## src/rtl/uart_pkg.sv

```systemverilog
// Shared definitions for the UART baud-rate logic: default divisor widths,
// the reset-default divisor computation and the oversample legality check.
package uart_pkg;

  localparam int unsigned DEF_DIV_WIDTH  = 16;
  localparam int unsigned DEF_FRAC_WIDTH = 4;

  // Floored fixed-point divisor (integer.fraction) for a clock/baud/oversample set.
  function automatic longint unsigned defaultDivisor(
    input longint unsigned clockRate,
    input longint unsigned baudRate,
    input longint unsigned oversample,
    input int unsigned     fracWidth
  );
    return (clockRate << fracWidth) / (baudRate * oversample);
  endfunction

  // Oversample ratio must be a power of two in 4..64.
  function automatic bit oversampleLegal(input int unsigned oversample);
    return (oversample >= 4) && (oversample <= 64) &&
           ((oversample & (oversample - 1)) == 0);
  endfunction

endpackage

```

## src/rtl/baud_tick_divider.sv

```systemverilog
// Fractional-N tick divider: emits a one-cycle tick every divInt or divInt+1
// enabled clocks, the extra cycle inserted whenever the fractional accumulator
// carries. A new divisor is held pending and adopted only at a wrap (or at a
// restart), so no runt or stretched period is ever produced.
//
// Ports:
//   clk, rstN   clock, synchronous active-low reset
//   enable      1 = counting; 0 = freeze counter/accumulator, tick 0
//   restart     clear count/acc/tick and adopt any pending divisor now
//   adoptReq    a validated divisor load is presented this cycle
//   nextInt     divisor to adopt (incoming load, else the pending value)
//   nextFrac    fractional part of nextInt
//   tick        registered one-cycle tick
//   wrap_c      combinational: the counter wraps at this edge
module baud_tick_divider #(
  parameter int unsigned           DIV_WIDTH  = 16,
  parameter int unsigned           FRAC_WIDTH = 4,
  parameter logic [DIV_WIDTH-1:0]  RESET_INT  = DIV_WIDTH'(2),
  parameter logic [FRAC_WIDTH-1:0] RESET_FRAC = '0
) (
  input  logic                  clk,
  input  logic                  rstN,
  input  logic                  enable,
  input  logic                  restart,
  input  logic                  adoptReq,
  input  logic [DIV_WIDTH-1:0]  nextInt,
  input  logic [FRAC_WIDTH-1:0] nextFrac,
  output logic                  tick,
  output logic                  wrap_c
);

  logic [DIV_WIDTH-1:0]  count;
  logic [DIV_WIDTH-1:0]  actInt;
  logic [FRAC_WIDTH-1:0] actFrac;
  logic [FRAC_WIDTH-1:0] acc;
  logic                  carry;
  logic                  pendFlag;

  logic [DIV_WIDTH-1:0]  lastCount_c;
  logic [FRAC_WIDTH:0]   accSum_c;
  logic                  adoptNow_c;
  logic                  restartNow_c;

  // Terminal count: period-1, where period is actInt plus the carry from the last wrap.
  always_comb begin
    lastCount_c  = carry ? actInt : actInt - DIV_WIDTH'(1);
    accSum_c     = {1'b0, acc} + {1'b0, actFrac};
    adoptNow_c   = adoptReq | pendFlag;
    restartNow_c = enable & restart;
    wrap_c       = enable & ~restart & (count == lastCount_c);
  end

  // Counter, accumulator, active/pending divisor and tick register.
  always_ff @(posedge clk) begin
    if (!rstN) begin
      count    <= '0;
      acc      <= '0;
      carry    <= 1'b0;
      actInt   <= RESET_INT;
      actFrac  <= RESET_FRAC;
      pendFlag <= 1'b0;
      tick     <= 1'b0;
    end else begin
      tick <= 1'b0;

      // Pending divisor is consumed at a wrap or restart; otherwise a load arms it.
      if (restartNow_c || wrap_c) begin
        if (adoptNow_c) begin
          actInt  <= nextInt;
          actFrac <= nextFrac;
        end
        pendFlag <= 1'b0;
      end else if (adoptReq) begin
        pendFlag <= 1'b1;
      end

      if (restartNow_c) begin
        count <= '0;
        acc   <= '0;
        carry <= 1'b0;
      end else if (wrap_c) begin
        count <= '0;
        acc   <= accSum_c[FRAC_WIDTH-1:0];
        carry <= accSum_c[FRAC_WIDTH];
        tick  <= 1'b1;
      end else if (enable) begin
        count <= count + DIV_WIDTH'(1);
      end
    end
  end

endmodule

```

## src/rtl/baud_tick_generator.sv

```systemverilog
// Programmable UART baud tick generator. Produces single-cycle enables on clk:
// rxTick at OVERSAMPLE x baud with a restartable phase, rxSample at mid-bit,
// and txTick at baud. Divisor loads are validated here and shared by the
// independent rx and tx divider paths.
//
// Ports:
//   clk, rstN   clock, synchronous active-low reset
//   enable      1 = counting; 0 = freeze all state, ticks 0
//   divInt      integer clocks per rx tick (must be >= 2)
//   divFrac     fractional clocks per rx tick, units of 2^-FRAC_WIDTH
//   divLoad     one-cycle strobe capturing divInt/divFrac
//   divErr      one-cycle pulse: load rejected
//   rxRestart   one-cycle strobe restarting the rx phase
//   rxTick      one-cycle pulse at OVERSAMPLE x baud
//   rxPhase     rx tick index within the bit
//   rxSample    one-cycle pulse at mid-bit
//   txTick      one-cycle pulse at baud
module baud_tick_generator
  import uart_pkg::*;
#(
  parameter longint unsigned CLOCK_RATE = 100000000,
  parameter longint unsigned BAUD_RATE  = 9600,
  parameter int unsigned     OVERSAMPLE = 16,
  parameter int unsigned     DIV_WIDTH  = DEF_DIV_WIDTH,
  parameter int unsigned     FRAC_WIDTH = DEF_FRAC_WIDTH
) (
  input  logic                          clk,
  input  logic                          rstN,
  input  logic                          enable,
  input  logic [DIV_WIDTH-1:0]          divInt,
  input  logic [FRAC_WIDTH-1:0]         divFrac,
  input  logic                          divLoad,
  output logic                          divErr,
  input  logic                          rxRestart,
  output logic                          rxTick,
  output logic [$clog2(OVERSAMPLE)-1:0] rxPhase,
  output logic                          rxSample,
  output logic                          txTick
);

  localparam int unsigned     PH_W     = $clog2(OVERSAMPLE);
  localparam longint unsigned DEF_DIV  = defaultDivisor(CLOCK_RATE, BAUD_RATE,
                                                        longint'(OVERSAMPLE), FRAC_WIDTH);
  localparam longint unsigned DEF_INT  = DEF_DIV >> FRAC_WIDTH;
  localparam logic [DIV_WIDTH-1:0]  DEF_INT_V  = DIV_WIDTH'(DEF_INT);
  localparam logic [FRAC_WIDTH-1:0] DEF_FRAC_V = FRAC_WIDTH'(DEF_DIV);

  if (!oversampleLegal(OVERSAMPLE)) begin : g_badOversample
    $error("OVERSAMPLE must be a power of two in 4..64");
  end

  if ((DEF_INT < 2) || (DEF_INT >= (64'd1 << DIV_WIDTH))) begin : g_badDefault
    $error("default divisor integer part is below 2 or does not fit DIV_WIDTH");
  end

  logic [DIV_WIDTH-1:0]  pendInt;
  logic [FRAC_WIDTH-1:0] pendFrac;
  logic [PH_W-1:0]       txCnt;

  logic                  loadOk_c;
  logic [DIV_WIDTH-1:0]  nextInt_c;
  logic [FRAC_WIDTH-1:0] nextFrac_c;
  logic                  rxWrap_c;
  logic                  txWrap_c;

  // Accepted loads bypass the pending register so a path wrapping or
  // restarting on the load edge picks up the new value directly.
  always_comb begin
    loadOk_c   = divLoad && (divInt >= DIV_WIDTH'(2));
    nextInt_c  = loadOk_c ? divInt  : pendInt;
    nextFrac_c = loadOk_c ? divFrac : pendFrac;
  end

  // Shared pending divisor and load-reject pulse (not gated by enable).
  always_ff @(posedge clk) begin
    if (!rstN) begin
      pendInt  <= DEF_INT_V;
      pendFrac <= DEF_FRAC_V;
      divErr   <= 1'b0;
    end else begin
      divErr <= divLoad && (divInt < DIV_WIDTH'(2));
      if (loadOk_c) begin
        pendInt  <= divInt;
        pendFrac <= divFrac;
      end
    end
  end

  baud_tick_divider #(
    .DIV_WIDTH (DIV_WIDTH),
    .FRAC_WIDTH(FRAC_WIDTH),
    .RESET_INT (DEF_INT_V),
    .RESET_FRAC(DEF_FRAC_V)
  ) u_rxDiv (
    .clk     (clk),
    .rstN    (rstN),
    .enable  (enable),
    .restart (rxRestart),
    .adoptReq(loadOk_c),
    .nextInt (nextInt_c),
    .nextFrac(nextFrac_c),
    .tick    (rxTick),
    .wrap_c  (rxWrap_c)
  );

  baud_tick_divider #(
    .DIV_WIDTH (DIV_WIDTH),
    .FRAC_WIDTH(FRAC_WIDTH),
    .RESET_INT (DEF_INT_V),
    .RESET_FRAC(DEF_FRAC_V)
  ) u_txDiv (
    .clk     (clk),
    .rstN    (rstN),
    .enable  (enable),
    .restart (1'b0),
    .adoptReq(loadOk_c),
    .nextInt (nextInt_c),
    .nextFrac(nextFrac_c),
    .tick    (),
    .wrap_c  (txWrap_c)
  );

  // rx phase advances with each rx wrap, so rxPhase and rxSample line up with rxTick.
  always_ff @(posedge clk) begin
    if (!rstN) begin
      rxPhase  <= '0;
      rxSample <= 1'b0;
    end else begin
      rxSample <= 1'b0;
      if (enable && rxRestart) begin
        rxPhase <= '0;
      end else if (rxWrap_c) begin
        rxPhase  <= rxPhase + PH_W'(1);
        rxSample <= (rxPhase + PH_W'(1)) == PH_W'(OVERSAMPLE / 2);
      end
    end
  end

  // tx bit = OVERSAMPLE tx-divider periods; txTick marks the wrap of that count.
  always_ff @(posedge clk) begin
    if (!rstN) begin
      txCnt  <= '0;
      txTick <= 1'b0;
    end else begin
      txTick <= txWrap_c && (txCnt == PH_W'(OVERSAMPLE - 1));
      if (txWrap_c) begin
        txCnt <= txCnt + PH_W'(1);
      end
    end
  end

endmodule

```

## config.mk

```make
export PLATFORM = sky130hd
export DESIGN_NAME = baud_tick_generator
export DESIGN_NICKNAME = d
export VERILOG_FILES = /design/src/rtl/uart_pkg.sv /design/src/rtl/baud_tick_divider.sv /design/src/rtl/baud_tick_generator.sv
export SDC_FILE = /design/constraint.sdc
export NUM_CORES = 1
export LEC_CHECK = 0
export BUFFER_PORTS_ARGS = -buffer_cell sky130_fd_sc_hd__clkbuf_2
export CAP_MARGIN = 10
export CORE_MARGIN = 3
export CORE_UTILIZATION = 55
export DETAILED_ROUTE_END_ITERATION = 10
export PLACE_DENSITY_LB_ADDON = 0.3
export SLEW_MARGIN = 5
export SYNTH_ARGS = -nofsm -noshare
export SYNTH_HDL_FRONTEND = slang
export SYNTH_SLANG_ARGS = --single-unit
```

## constraint.sdc

```tcl
create_clock -name clk -period 3.3 [get_ports clk]
set_input_delay 0.33 -clock clk [delete_from_list [all_inputs] [get_ports clk]]
set_output_delay 0.33 -clock clk [all_outputs]
set_load 0.02 [all_outputs]
```

; Yosys cells after proc, flatten, opt, wreduce, memory -nomap -nowiden
; Index checks and enable logic that the tools add are counted.
[totals]
output_inout_bits = 8
input_bits = 25
wordCells = 61
register_bits = 116
[classes]
add_sub_neg = 8
order_cmp = 2
n_eq_ne = 4
reduce_logical = 13
muxes = 5
n_bitwise = 9
[op_table]
columns = op, count
row1 = 16-bit two-way mux, 3
row2 = 16-bit by 1-bit adder with 16-bit output (second input constant), 2
row3 = 16-bit == test, 2
row4 = 16-bit by 1-bit subtractor with 16-bit output (second input constant), 2
row5 = 16-bit by 2-bit >= comparator with 1-bit output (second input constant), 1
row6 = 16-bit by 2-bit < comparator with 1-bit output (second input constant), 1
row7 = 4-bit by 4-bit adder with 5-bit output, 2
row8 = 4-bit by 1-bit adder with 4-bit output (second input constant), 2
row9 = 4-bit == test (second input constant), 2
row10 = 2-bit OR reduction, 4
row11 = 3-bit OR reduction, 2
row12 = 1-bit AND, 4
row13 = 1-bit logical AND, 4
row14 = 4-bit two-way mux, 1
row15 = 2-bit AND reduction, 2
row16 = 1-bit NOT, 3
row17 = 1-bit bitwise OR, 2
row18 = 1-bit logical OR, 1
row19 = 1-bit two-way mux, 1

; Depth between registers and ports, before layout
[logic_depth]
ltp_word = 6
mapped_depth = 11
ltp_nobuf = 9

; Modules after synthesis
; Synthesis repeated with hierarchy kept, for this count alone.
[unflattened]
hier_cells = 890
hier_area_um2 = 7367.1
[by_module_without_submodules]
columns = module, instances, area_each_um2, cells_each, seq_area_each_um2
row1 = baud_tick_divider, 2, 2942.8, 365, 860.8
row2 = baud_tick_generator, 1, 1481.4, 160, 620.6

; Worst setup path before layout
; No wires, ideal clock.
[synth_path]
path_kind = reg-to-reg
startpoint = register u_txDiv.carry
endpoint = register u_txDiv.actInt[0]
stages_incl_launch_ff = 12
n_path_buf = 4
synth_period_minus_slack_ps = 2983
path_slack_ps = 317
required_time_ps = 3179
arrival_time_ps = 2862
setup_ps = 121
path_cell_list = dfxtp_1 -> buf_2 -> or4_1 -> buf_2 -> or3_1 -> mux2_2 -> a31oi_1 -> a21o_1 -> or3_1 -> clkbuf_1 -> buf_6 -> mux2_4
[synth_via]
elab_chain_cells = 4
[synth_rtl]
columns = item, line
row1 = start: declaration, baud_tick_divider.sv:36  ; logic carry;
row2 = start signal: assignment, baud_tick_divider.sv:84  ; carry <= accSum_c[FRAC_WIDTH];
row3 = 16-bit two-way mux, baud_tick_divider.sv:46  ; lastCount_c = carry ? actInt : actInt - DIV_WIDTH'(1);
row4 = 16-bit == test, baud_tick_divider.sv:50  ; wrap_c = enable & ~restart & (count == lastCount_c);
row5 = 1-bit AND, baud_tick_divider.sv:50
row6 = 2-bit AND reduction (no line), -
row7 = end signal: assignment, baud_tick_divider.sv:69  ; actInt <= nextInt;
row8 = end: declaration, baud_tick_divider.sv:33  ; logic [DIV_WIDTH-1:0] actInt;
; No other way between the ends.
; A chain may end at the register's enable or synchronous reset.

; Worst setup path in the final report
[layout_path]
startpoint = register u_rxDiv.carry
endpoint = register rxPhase[3]
[layout_via]
elab_chain_cells = 3
[layout_rtl]
columns = item, line
row1 = start: declaration, baud_tick_divider.sv:36
row2 = start signal: assignment, baud_tick_divider.sv:84
row3 = 16-bit two-way mux, baud_tick_divider.sv:46
row4 = 16-bit == test, baud_tick_divider.sv:50
row5 = 1-bit AND, baud_tick_divider.sv:50
row6 = end signal: assignment, baud_tick_generator.sv:133  ; rxPhase <= rxPhase + PH_W'(1);
row7 = end: declaration, baud_tick_generator.sv:36  ; output logic [$clog2(OVERSAMPLE)-1:0] rxPhase,
; No other way between the ends.

==> metrics.txt <==
cell taking the most area after synthesis dfxtp_1; DRT iter0 DRCs between 300 and 400; Hold Path Origin divInt[0]; Crit path top cell by count or4_4; initial antenna violation count 0; Num CTS Buffers 17; Final Hold Viols 0; critical path's largest stage delay between 600 and 700 ps; clk buf depth 2; FP Rows 37; remaining global-route overflow 0; chip width around 110 um; minimum clock period roughly 3100 ps; share of the yosys chip area belonging to registers between 30% and 40%; Clock Skews about 13 ps; top cells by area, synth dfxtp_1, nand2_1, xnor2_1, mux2i_1, xor2_1; YS warnings 0; CP startpoint u_rxDiv.carry$_SDFFE_PP0P_; Max IR drop VDD 0.0004702 V; simple-gate area share of the yosys netlist between 20% and 30%; Leak about 2.9 nW; clk slew on worst S/H paths 60 ps; Final ANT Viol Nets 0; area of the die roughly 0.012 mm2; Synth top area share between 30% and 40%; number of iterations in the first detailed-routing pass 5; final setup fails 0; syn_nets roughly 750; vias in the first global route approximately 5k; placed cells around 860; f_max ~320 MHz; Critical-path top delay cell or4_4; Area after DPL between 0.006 and 0.007 mm2; fraction of registers with async set/reset 0%; max_cap viols 0; Worst-Skew Late Latency around 530 ps; Min-Delay Path Class in2reg; largest family of logic cells by synthesized area simple AND/OR/NAND/NOR gates; IO Pins 33; synthesized area per cell roughly 8.4 um2; Most used DFF post-synth dfxtp_1; share of layout cells above drive strength 1 between 10% and 20%; Synth Area in Adders under 10%; endpoint type of the worst setup path register; GRT Util Overall roughly 24%; drt total wl approximately 14,000 um; status completed; Final TNS setup 0 ps; Core ar. approximately 0.010 mm2; drt via density roughly 5.8; via count slightly above 5k; cell count after synthesis just over 700; clock sink count 116; Worst Max-Slew Pin Slew approximately 760 ps; Final period util between 90% and 100%; diode count 0; GPL Wtd Cong 0.8778; pin count of the biggest net entering global routing 34; Layout Cells excl Fill 895; Synth Register Bits around 120; Post-route DRC 0; first-pass GRT wire length approximately 25,000 um; # nets final ~790; Post-synth EDFFs 0; CP Data Arrival Time between 3000 and 4000 ps; area share of xor/xnor cells in the synthesized design a little over a tenth; WL/cell around 16 um; post-synthesis mux area share approximately 8.2%; H-tree Lvls 4; CTS tree built; final instance area about 0.0069 mm2; area grow syn2layout 15.19%; R2R setup slack around 180 ps; Synth Area in Compound Gates between 9 and 10%; critical path class reg2reg; IO Port Bufs 32; Initial Utilization 57.47%; library cells used by synthesis 60; mapped cell area around 0.006 mm2; Root Driver clkbuf_8; worst-path cell chain or4_4, nor2_1, xor2_1, o2111ai_1, or4_4, or4_1, a21oi_1; cell area power density 497.1 mW/mm2; Startpoint Class register; Final Max Tran Viols 0; postcts setup bufs 0; die height 110.6 um; CP Max Fanout 12; Crit path required time between 3000 and 4000 ps; Critical R2R Launch u_rxDiv.carry$_SDFFE_PP0P_; Slew headroom between 40% and 50%; hpwl dp about 10,000 um
layout make-up:
cell class	count	area, um2
clock inverters	11	127.6
inverters	33	123.9
well taps	136	170.2
repair buffers	49	287.8
fillers	891	3536
flip-flops and latches	116	2322
clock buffers	20	455.4
multi-input cells	530	3440
metrics by stage:
stage	utilization, %	setup slack, ps	hold slack [ps]	power, mW
after floorplan	-	316.6	436.1	1.605
after global placement	60.45	160.6	447.8	1.663
after detailed placement	60.45	30.10	464.1	1.669
after CTS	66.02	7.643	88.83	3.460
after global routing	66.20	-4.113	130.3	3.551
final	66.20	179.8	97.79	3.443
report_power, final:
part,internal [mW],switching (mW)
clock,1.13,0.670
combinational,0.0698,0.115
sequential,1.43,0.0270
total,2.63,0.812
flip-flops by register name, indices dropped and copies added (netlist names), 16 cells and up:
name and cells:
pendInt 16, u_rxDiv.actInt 16, u_rxDiv.count 16, u_txDiv.actInt 16, u_txDiv.count 16
cells in the final DEF, fill, tap and decap left out, types with 5 or more instances in the layout:
cell and count:
or3_1 7, xnor2_1 47, clkbuf_16 16, nand4_1 11, nand3_1 28, nor2_1 60, clkbuf_2 32, nor3b_1 6
nor4b_1 7, o21ai_0 20, nand2_1 124, nor4_1 12, mux2i_1 40, nor2b_1 5, buf_4 17, a21oi_1 23
nor3_1 12, or4_1 5, xor2_1 27, o2111ai_1 5, dfxtp_1 116, a21o_1 8, and3_1 11, inv_1 32
ha_1 14
Yosys cell counts (6+ instances only):
cell type  count
nand2_1      124
dfxtp_1      116
nor2_1        60
xnor2_1       47
mux2i_1       40
inv_1         32
nand3_1       28
xor2_1        27
a21oi_1       24
clkbuf_1      21
o21ai_0       20
ha_1          14
nor4_1        13
nor3_1        12
and3_1        11
nand4_1       11
buf_2          9
a21o_1         8
or3_1          8
nor4b_1        7
nor3b_1        6
critical path: cells and delay by family, from the launching register on:
kind	cells	cell delay, ps
DFF	1	420
xor gates and xnor gates	1	270
AOI/OAI and AO/OA	2	360
and+or+nand+nor	4	1980
kinds of logic after synthesis:
kind of cell | Yosys count
adders and majority gates | 16
xor gates and xnor gates | 74
DFF | 116
and+or+nand+nor | 308
buffers and inverters | 67
AOI/OAI and AO/OA | 85
muxes | 47
final timing paths:
check / to / cells past startpoint
max reg2reg: rxPhase[3]$_SDFFE_PP0P_ / 7
min: pendInt[0]$_SDFF_PN1_ / 3
max: rxPhase[3]$_SDFFE_PP0P_ / 7
min reg2reg: txTick$_SDFF_PN0_ / 2
what timing repair did:
item / CTS / global route
hold buffers: 0 / 0
endpoints found under the setup margin: 0 / 16
resized for setup: 0 / 3
per-layer routing:
layer / wire (um) / global-route usage (%) / share of wire (%) / vias up
met2: 6658 / 38.39 / 46 / 127
met1: 6766 / 32.94 / 47 / 2483
met4: 292 / 8.949 / 2.0 / 0
met5: 0 / 0 / 0 / -
li1: - / - / - / 2518
met3: 682 / 5.753 / 4.7 / 28
Note: power is estimated with default switching activity, not from simulation.
